===== src/rtl/id_ex_reg.sv =====
// ID/EX pipeline register with load-use hazard detection and a
// saturating counter of inserted load-use bubbles.
module id_ex_reg #(
  parameter int CTRL_W = 8,
  parameter int CNT_W  = 16
) (
  input  logic              clk,
  input  logic              rst,
  input  logic              id_valid,
  input  logic [31:0]       id_pc,
  input  logic [4:0]        id_rs,
  input  logic [4:0]        id_rt,
  input  logic [4:0]        id_rd,
  input  logic              id_uses_rs,
  input  logic              id_uses_rt,
  input  logic [31:0]       id_rd1,
  input  logic [31:0]       id_rd2,
  input  logic [31:0]       id_imm32,
  input  logic [CTRL_W-1:0] id_ctrl,
  input  logic              flush,
  input  logic              hold,
  output logic              ex_valid,
  output logic [31:0]       ex_pc,
  output logic [4:0]        ex_rs,
  output logic [4:0]        ex_rt,
  output logic [4:0]        ex_rd,
  output logic [31:0]       ex_rd1,
  output logic [31:0]       ex_rd2,
  output logic [31:0]       ex_imm32,
  output logic [CTRL_W-1:0] ex_ctrl,
  output logic              load_use_stall,
  output logic [CNT_W-1:0]  bubble_cnt
);

  // Control bundle bit holding MemRead; a load in EX is what creates the hazard.
  localparam int MEMREAD_BIT = 1;

  logic              ex_valid_q, ex_valid_d;
  logic [31:0]       ex_pc_q,    ex_pc_d;
  logic [4:0]        ex_rs_q,    ex_rs_d;
  logic [4:0]        ex_rt_q,    ex_rt_d;
  logic [4:0]        ex_rd_q,    ex_rd_d;
  logic [31:0]       ex_rd1_q,   ex_rd1_d;
  logic [31:0]       ex_rd2_q,   ex_rd2_d;
  logic [31:0]       ex_imm32_q, ex_imm32_d;
  logic [CTRL_W-1:0] ex_ctrl_q,  ex_ctrl_d;
  logic [CNT_W-1:0]  bubble_cnt_q, bubble_cnt_d;

  logic hazard;
  logic rs_match;
  logic rt_match;

  // Detect a load in EX whose destination is read by the ID instruction.
  // $0 is never a real dependency, so a load targeting it cannot stall.
  assign rs_match = id_uses_rs & (id_rs == ex_rt_q);
  assign rt_match = id_uses_rt & (id_rt == ex_rt_q);
  assign hazard   = ex_valid_q & ex_ctrl_q[MEMREAD_BIT] & (ex_rt_q != 5'd0)
                  & id_valid & (rs_match | rt_match);

  // A flush or downstream hold already dominates the edge, so no bubble is needed.
  assign load_use_stall = hazard & ~hold & ~flush;

  // Next-state selection in priority order flush > hold > bubble > load.
  always_comb begin
    ex_valid_d   = ex_valid_q;
    ex_pc_d      = ex_pc_q;
    ex_rs_d      = ex_rs_q;
    ex_rt_d      = ex_rt_q;
    ex_rd_d      = ex_rd_q;
    ex_rd1_d     = ex_rd1_q;
    ex_rd2_d     = ex_rd2_q;
    ex_imm32_d   = ex_imm32_q;
    ex_ctrl_d    = ex_ctrl_q;
    bubble_cnt_d = bubble_cnt_q;

    if (flush) begin
      // Data fields are left as-is; only valid and control matter once killed.
      ex_valid_d = 1'b0;
      ex_ctrl_d  = '0;
    end else if (hold) begin
      // Everything stays frozen.
    end else if (load_use_stall) begin
      // Bubble: the ID instruction stays upstream and is captured next edge.
      ex_valid_d = 1'b0;
      ex_ctrl_d  = '0;
      if (bubble_cnt_q != {CNT_W{1'b1}}) begin
        bubble_cnt_d = bubble_cnt_q + CNT_W'(1);
      end
    end else begin
      ex_valid_d = id_valid;
      ex_pc_d    = id_pc;
      ex_rs_d    = id_rs;
      ex_rt_d    = id_rt;
      ex_rd_d    = id_rd;
      ex_rd1_d   = id_rd1;
      ex_rd2_d   = id_rd2;
      ex_imm32_d = id_imm32;
      // An empty slot never carries side-effecting control bits.
      ex_ctrl_d  = id_valid ? id_ctrl : '0;
    end
  end

  // State register; reset overrides any stall, hold or flush.
  always_ff @(posedge clk) begin
    if (rst) begin
      ex_valid_q   <= 1'b0;
      ex_pc_q      <= '0;
      ex_rs_q      <= '0;
      ex_rt_q      <= '0;
      ex_rd_q      <= '0;
      ex_rd1_q     <= '0;
      ex_rd2_q     <= '0;
      ex_imm32_q   <= '0;
      ex_ctrl_q    <= '0;
      bubble_cnt_q <= '0;
    end else begin
      ex_valid_q   <= ex_valid_d;
      ex_pc_q      <= ex_pc_d;
      ex_rs_q      <= ex_rs_d;
      ex_rt_q      <= ex_rt_d;
      ex_rd_q      <= ex_rd_d;
      ex_rd1_q     <= ex_rd1_d;
      ex_rd2_q     <= ex_rd2_d;
      ex_imm32_q   <= ex_imm32_d;
      ex_ctrl_q    <= ex_ctrl_d;
      bubble_cnt_q <= bubble_cnt_d;
    end
  end

  assign ex_valid   = ex_valid_q;
  assign ex_pc      = ex_pc_q;
  assign ex_rs      = ex_rs_q;
  assign ex_rt      = ex_rt_q;
  assign ex_rd      = ex_rd_q;
  assign ex_rd1     = ex_rd1_q;
  assign ex_rd2     = ex_rd2_q;
  assign ex_imm32   = ex_imm32_q;
  assign ex_ctrl    = ex_ctrl_q;
  assign bubble_cnt = bubble_cnt_q;

endmodule


===== config.mk =====
export PLATFORM = sky130hd
export DESIGN_NAME = id_ex_reg
export DESIGN_NICKNAME = d
export VERILOG_FILES = /design/src/rtl/id_ex_reg.sv
export SDC_FILE = /design/constraint.sdc
export NUM_CORES = 1
export LEC_CHECK = 0
export CAP_MARGIN = 40
export CELL_PAD_IN_SITES_DETAIL_PLACEMENT = 0
export CELL_PAD_IN_SITES_GLOBAL_PLACEMENT = 1
export CORE_AREA = 2 2 164 166
export CTS_BUF_LIST = sky130_fd_sc_hd__clkbuf_4
export DETAILED_ROUTE_END_ITERATION = 10
export DIE_AREA = 0 0 166 168
export GPL_TIMING_DRIVEN = 0
export PLACE_DENSITY_LB_ADDON = 0.2
export SLEW_MARGIN = 25
export SYNTH_ARGS = -nofsm -noshare
export SYNTH_HDL_FRONTEND = slang
export SYNTH_SLANG_ARGS = --single-unit

===== constraint.sdc =====
create_clock -name clk -period 3.35 [get_ports clk]
set_clock_uncertainty 0.1 [all_clocks]
set_input_delay 0.335 -clock clk [delete_from_list [all_inputs] [get_ports clk]]
set_output_delay 0.335 -clock clk [all_outputs]
set_load 0.01 [all_outputs]

==> flow_metrics.env <==
export IMPL_fmax_mhz=314.4
export IMPL_drc=0
export IMPL_critPathArrivalTime_ns=2.75
export IMPL_slew_violations=0
export IMPL_post_cts_buffers=0
export IMPL_worstPathRequired_ns=2.91
export IMPL_die_h_um=168
export IMPL_dr_first_iter_drc_count=1209
export IMPL_die_area_mm2=0.02789
export IMPL_crit_family="buffers and inverters"
export IMPL_ys_ff_latch=168
export IMPL_routed_wl_um=37920
export IMPL_finalSetupTns_ns=0
export IMPL_numCtsBuffers=17
export IMPL_cts_htree_levels=4
export IMPL_post_route_min_period_ns=3.181
export IMPL_dp_hpwl_um=26600
export IMPL_clockBufferDepth=2
export IMPL_drive_gt1_frac=0.05552
export IMPL_grt_max_degree=20
export IMPL_grt_ovfl_total=0
export IMPL_status="finished, final reports clean"
export IMPL_fin_nets=1659
export IMPL_setup_viol=0
export IMPL_crit_type="flip-flop to output pin"
export IMPL_num_vias=11140
export IMPL_worst_pin_slew_ns=0.8149
export IMPL_pre_cts_ws_ns=-0.2716
export IMPL_viasPerCell=5.997
export IMPL_yosysSeqAreaShare=0.3632
export IMPL_gp_congestion=0.8585
export IMPL_path_cells="buf_6 -> xnor2_1 -> nand4_1 -> o22a_1 -> buf_4 -> nor2_1 -> clkdlybuf4s50_1"
export IMPL_io_buffers=325
export IMPL_ios=327
export IMPL_finalHoldViolations=0
export IMPL_fin_util=0.5014
export IMPL_drtAntennaViolNets=0
export IMPL_syn_num_nets=1316
export IMPL_cp_num_buf_inv=3
export IMPL_n_fill_cell=2576
export IMPL_rows=60
export IMPL_maxSlewHeadroom=0.4567
export IMPL_cp_slowest_cell="clkdlybuf4s50_1"
export IMPL_ys_warn_count=0
export IMPL_grt_pass1_wl_um=58740
export IMPL_crit_path_end_kind="output pin"
export IMPL_cts_hold_buf=0
export IMPL_grt_pass1_vias=10470
export IMPL_fp_dieW_um=166
export IMPL_postSynthCellCount=1157
export IMPL_clockRootBuffer="clkbuf_4"
export IMPL_path_clk_slew_ns=0.17
export IMPL_cts_tree="yes"
export IMPL_avgSynthCellArea_um2=8.002
export IMPL_synthesis_area_mm2=0.009259
export IMPL_wire_per_inst_um=20.42
export IMPL_peakVddDrop_mv=0.1506
export IMPL_max_stage_delay_ns=0.56
export IMPL_core_area_mm2=0.02635
export IMPL_initial_core_util=0.3514
export IMPL_cts_num_sinks=168
export IMPL_dr_pass1_iters=6
export IMPL_max_cap_violations=0
export IMPL_syn2layout_area_growth_pct=42.70
export IMPL_leakagePower_uw=0.005157
export IMPL_rsz0062_at_grt="false"
export IMPL_antenna_found_initial=4
export IMPL_timing_final_ws_setup_ns=0.1689
export IMPL_clk_latency_ns=0.60
export IMPL_min_period_over_period=0.9496
export IMPL_startpoint_type="flip-flop"
export IMPL_hp_class="input port to flip-flop"
export IMPL_holdWs_ns=0.1555
export IMPL_yosysUniqueCellTypes=47
export IMPL_cp_max_fo=19
export IMPL_power_density_mw_per_mm2=345.7
export IMPL_track_usage=0.2585
export IMPL_total_power_uw=4568
what timing repair did:
| action | CTS | global route |
|---|---|---|
| gates resized for setup | 2 | 2 |
| endpoints found under the setup margin | 1 | 1 |
| cloned | 0 | 0 |
| endpoints found under the hold margin | 0 | 0 |
| pin swaps | 0 | 0 |
power breakdown:
group | switching (uW) | total [uW] | internal (uW)
Combinational | 517 | 1100 | 586
Clock | 842 | 1180 | 334
Sequential | 136 | 2290 | 2150
per-layer routing:
metal | part of all wire | global-route usage | vias up
met4 | 0.025 | 0.08393 | 4
met3 | 0.075 | 0.06323 | 63
met1 | 0.43 | 0.3393 | 5367
li1 | - | - | 5191
met2 | 0.47 | 0.4184 | 511
met5 | 0.00061 | 0 | -
cells by family (layout without fill, tap and decap cells):
kind of cell               after synthesis  after routing  share of synthesized area
xor gates and xnor gates                10             10                   0.009459
AOI/OAI and AO/OA                      175            175                     0.1673
buffers and inverters                  153            509                    0.07662
muxes                                    7              7                   0.009324
DFF                                    168            168                     0.3632
adders and majority gates                1              1                   0.001351
and+or+nand+nor                        643            643                     0.3727
other                                    0              3                          0
flip-flops by register name, summed over array words and instances, names as in the netlist:
register and flops:
bubble_cnt 16, ex_ctrl 8, ex_imm32 32, ex_pc 32
ex_rd 5, ex_rd1 32, ex_rd2 32, ex_rs 5
ex_rt 5, ex_valid 1
cell usage after synthesis (all sizes together):
master / count / area [um2]
a311oi: 1 / 8.760
buf: 49 / 319.0
xnor2: 10 / 87.58
a21o: 1 / 7.510
o41ai: 4 / 53.81
o2111ai: 1 / 26.28
o311ai: 3 / 26.28
nand2: 154 / 578.1
o2111a: 1 / 12.51
or4: 5 / 41.29
mux2: 7 / 86.33
clkbuf: 101 / 379.1
and4: 1 / 8.760
o31ai: 4 / 30.03
nor3b: 2 / 20.02
a32oi: 143 / 1252
and3: 145 / 907.1
a21oi: 4 / 20.02
nor2b: 7 / 43.79
nor4: 8 / 56.30
o211a: 1 / 10.01
o22ai: 1 / 6.260
clkinv: 1 / 3.750
nor2: 12 / 45.04
inv: 2 / 7.510
dfxtp: 168 / 3363
ha: 1 / 12.51
o22a: 1 / 8.760
or2: 6 / 37.54
nand4: 148 / 932.1
a41oi: 1 / 8.760
a211oi: 1 / 7.510
a22o: 8 / 70.07
nor3: 3 / 20.02
nand3: 152 / 760.7
worst register-to-register path, stage by stage (launching register included):
cell	delay, ns
dfxtp_1	0.35
buf_6	0.14
xnor2_1	0.22
nand4_1	0.17
o22ai_1	0.19
buf_2	0.34
buf_2	0.37
buf_1	0.44
nand4_1	0.16
nand3_1	0.10
final cells by class:
class,count,area [um2],share of cell area
Clock buffer,19,142.6,0.01080
Sequential cell,168,3364,0.2546
Buffer,148,694.4,0.05256
Clock inverter,13,113.9,0.008617
Inverter,3,11.26,0.0008523
Tap cell,341,426.7,0.03229
Timing Repair Buffer,326,3261,0.2468
Antenna cell,3,7.507,0.0005682
Multi-Input combinational cell,836,5191,0.3929
placed cells by master (no fill, tap or decap), types with 7 or more instances in the layout:
| cell type | n |
|---|---|
| buf_4 | 15 |
| nand2_1 | 154 |
| clkbuf_1 | 98 |
| nor4_1 | 7 |
| buf_6 | 9 |
| a22o_1 | 8 |
| and3_1 | 145 |
| nand3_1 | 152 |
| buf_1 | 20 |
| clkdlybuf4s50_1 | 325 |
| nand4_1 | 147 |
| clkbuf_4 | 19 |
| nor2b_1 | 7 |
| a32oi_1 | 143 |
| dfxtp_1 | 167 |
| xnor2_1 | 10 |
| nor2_1 | 12 |
stage by stage:
stage          std cells  instance area, um2
6_report            1857               13210
2_1_floorplan       1157                9259
3_3_place_gp        1823               12940
3_5_place_dp        1824               12950
5_1_grt             1857               13210
4_1_cts             1854               13200
worst paths after layout:
kind                                        to  cells after the start  slack (ns)      start
worst max-delay path            load_use_stall                      7        0.17   ex_rt[4]
worst min-delay path             bubble_cnt[8]                      3        0.16        rst
worst max register to register        ex_rt[1]                      9        0.75   ex_rt[4]
worst min register to register       ex_pc[29]                      2        0.40  ex_pc[29]
No activity file was read; power rests on OpenSTA's default activity.
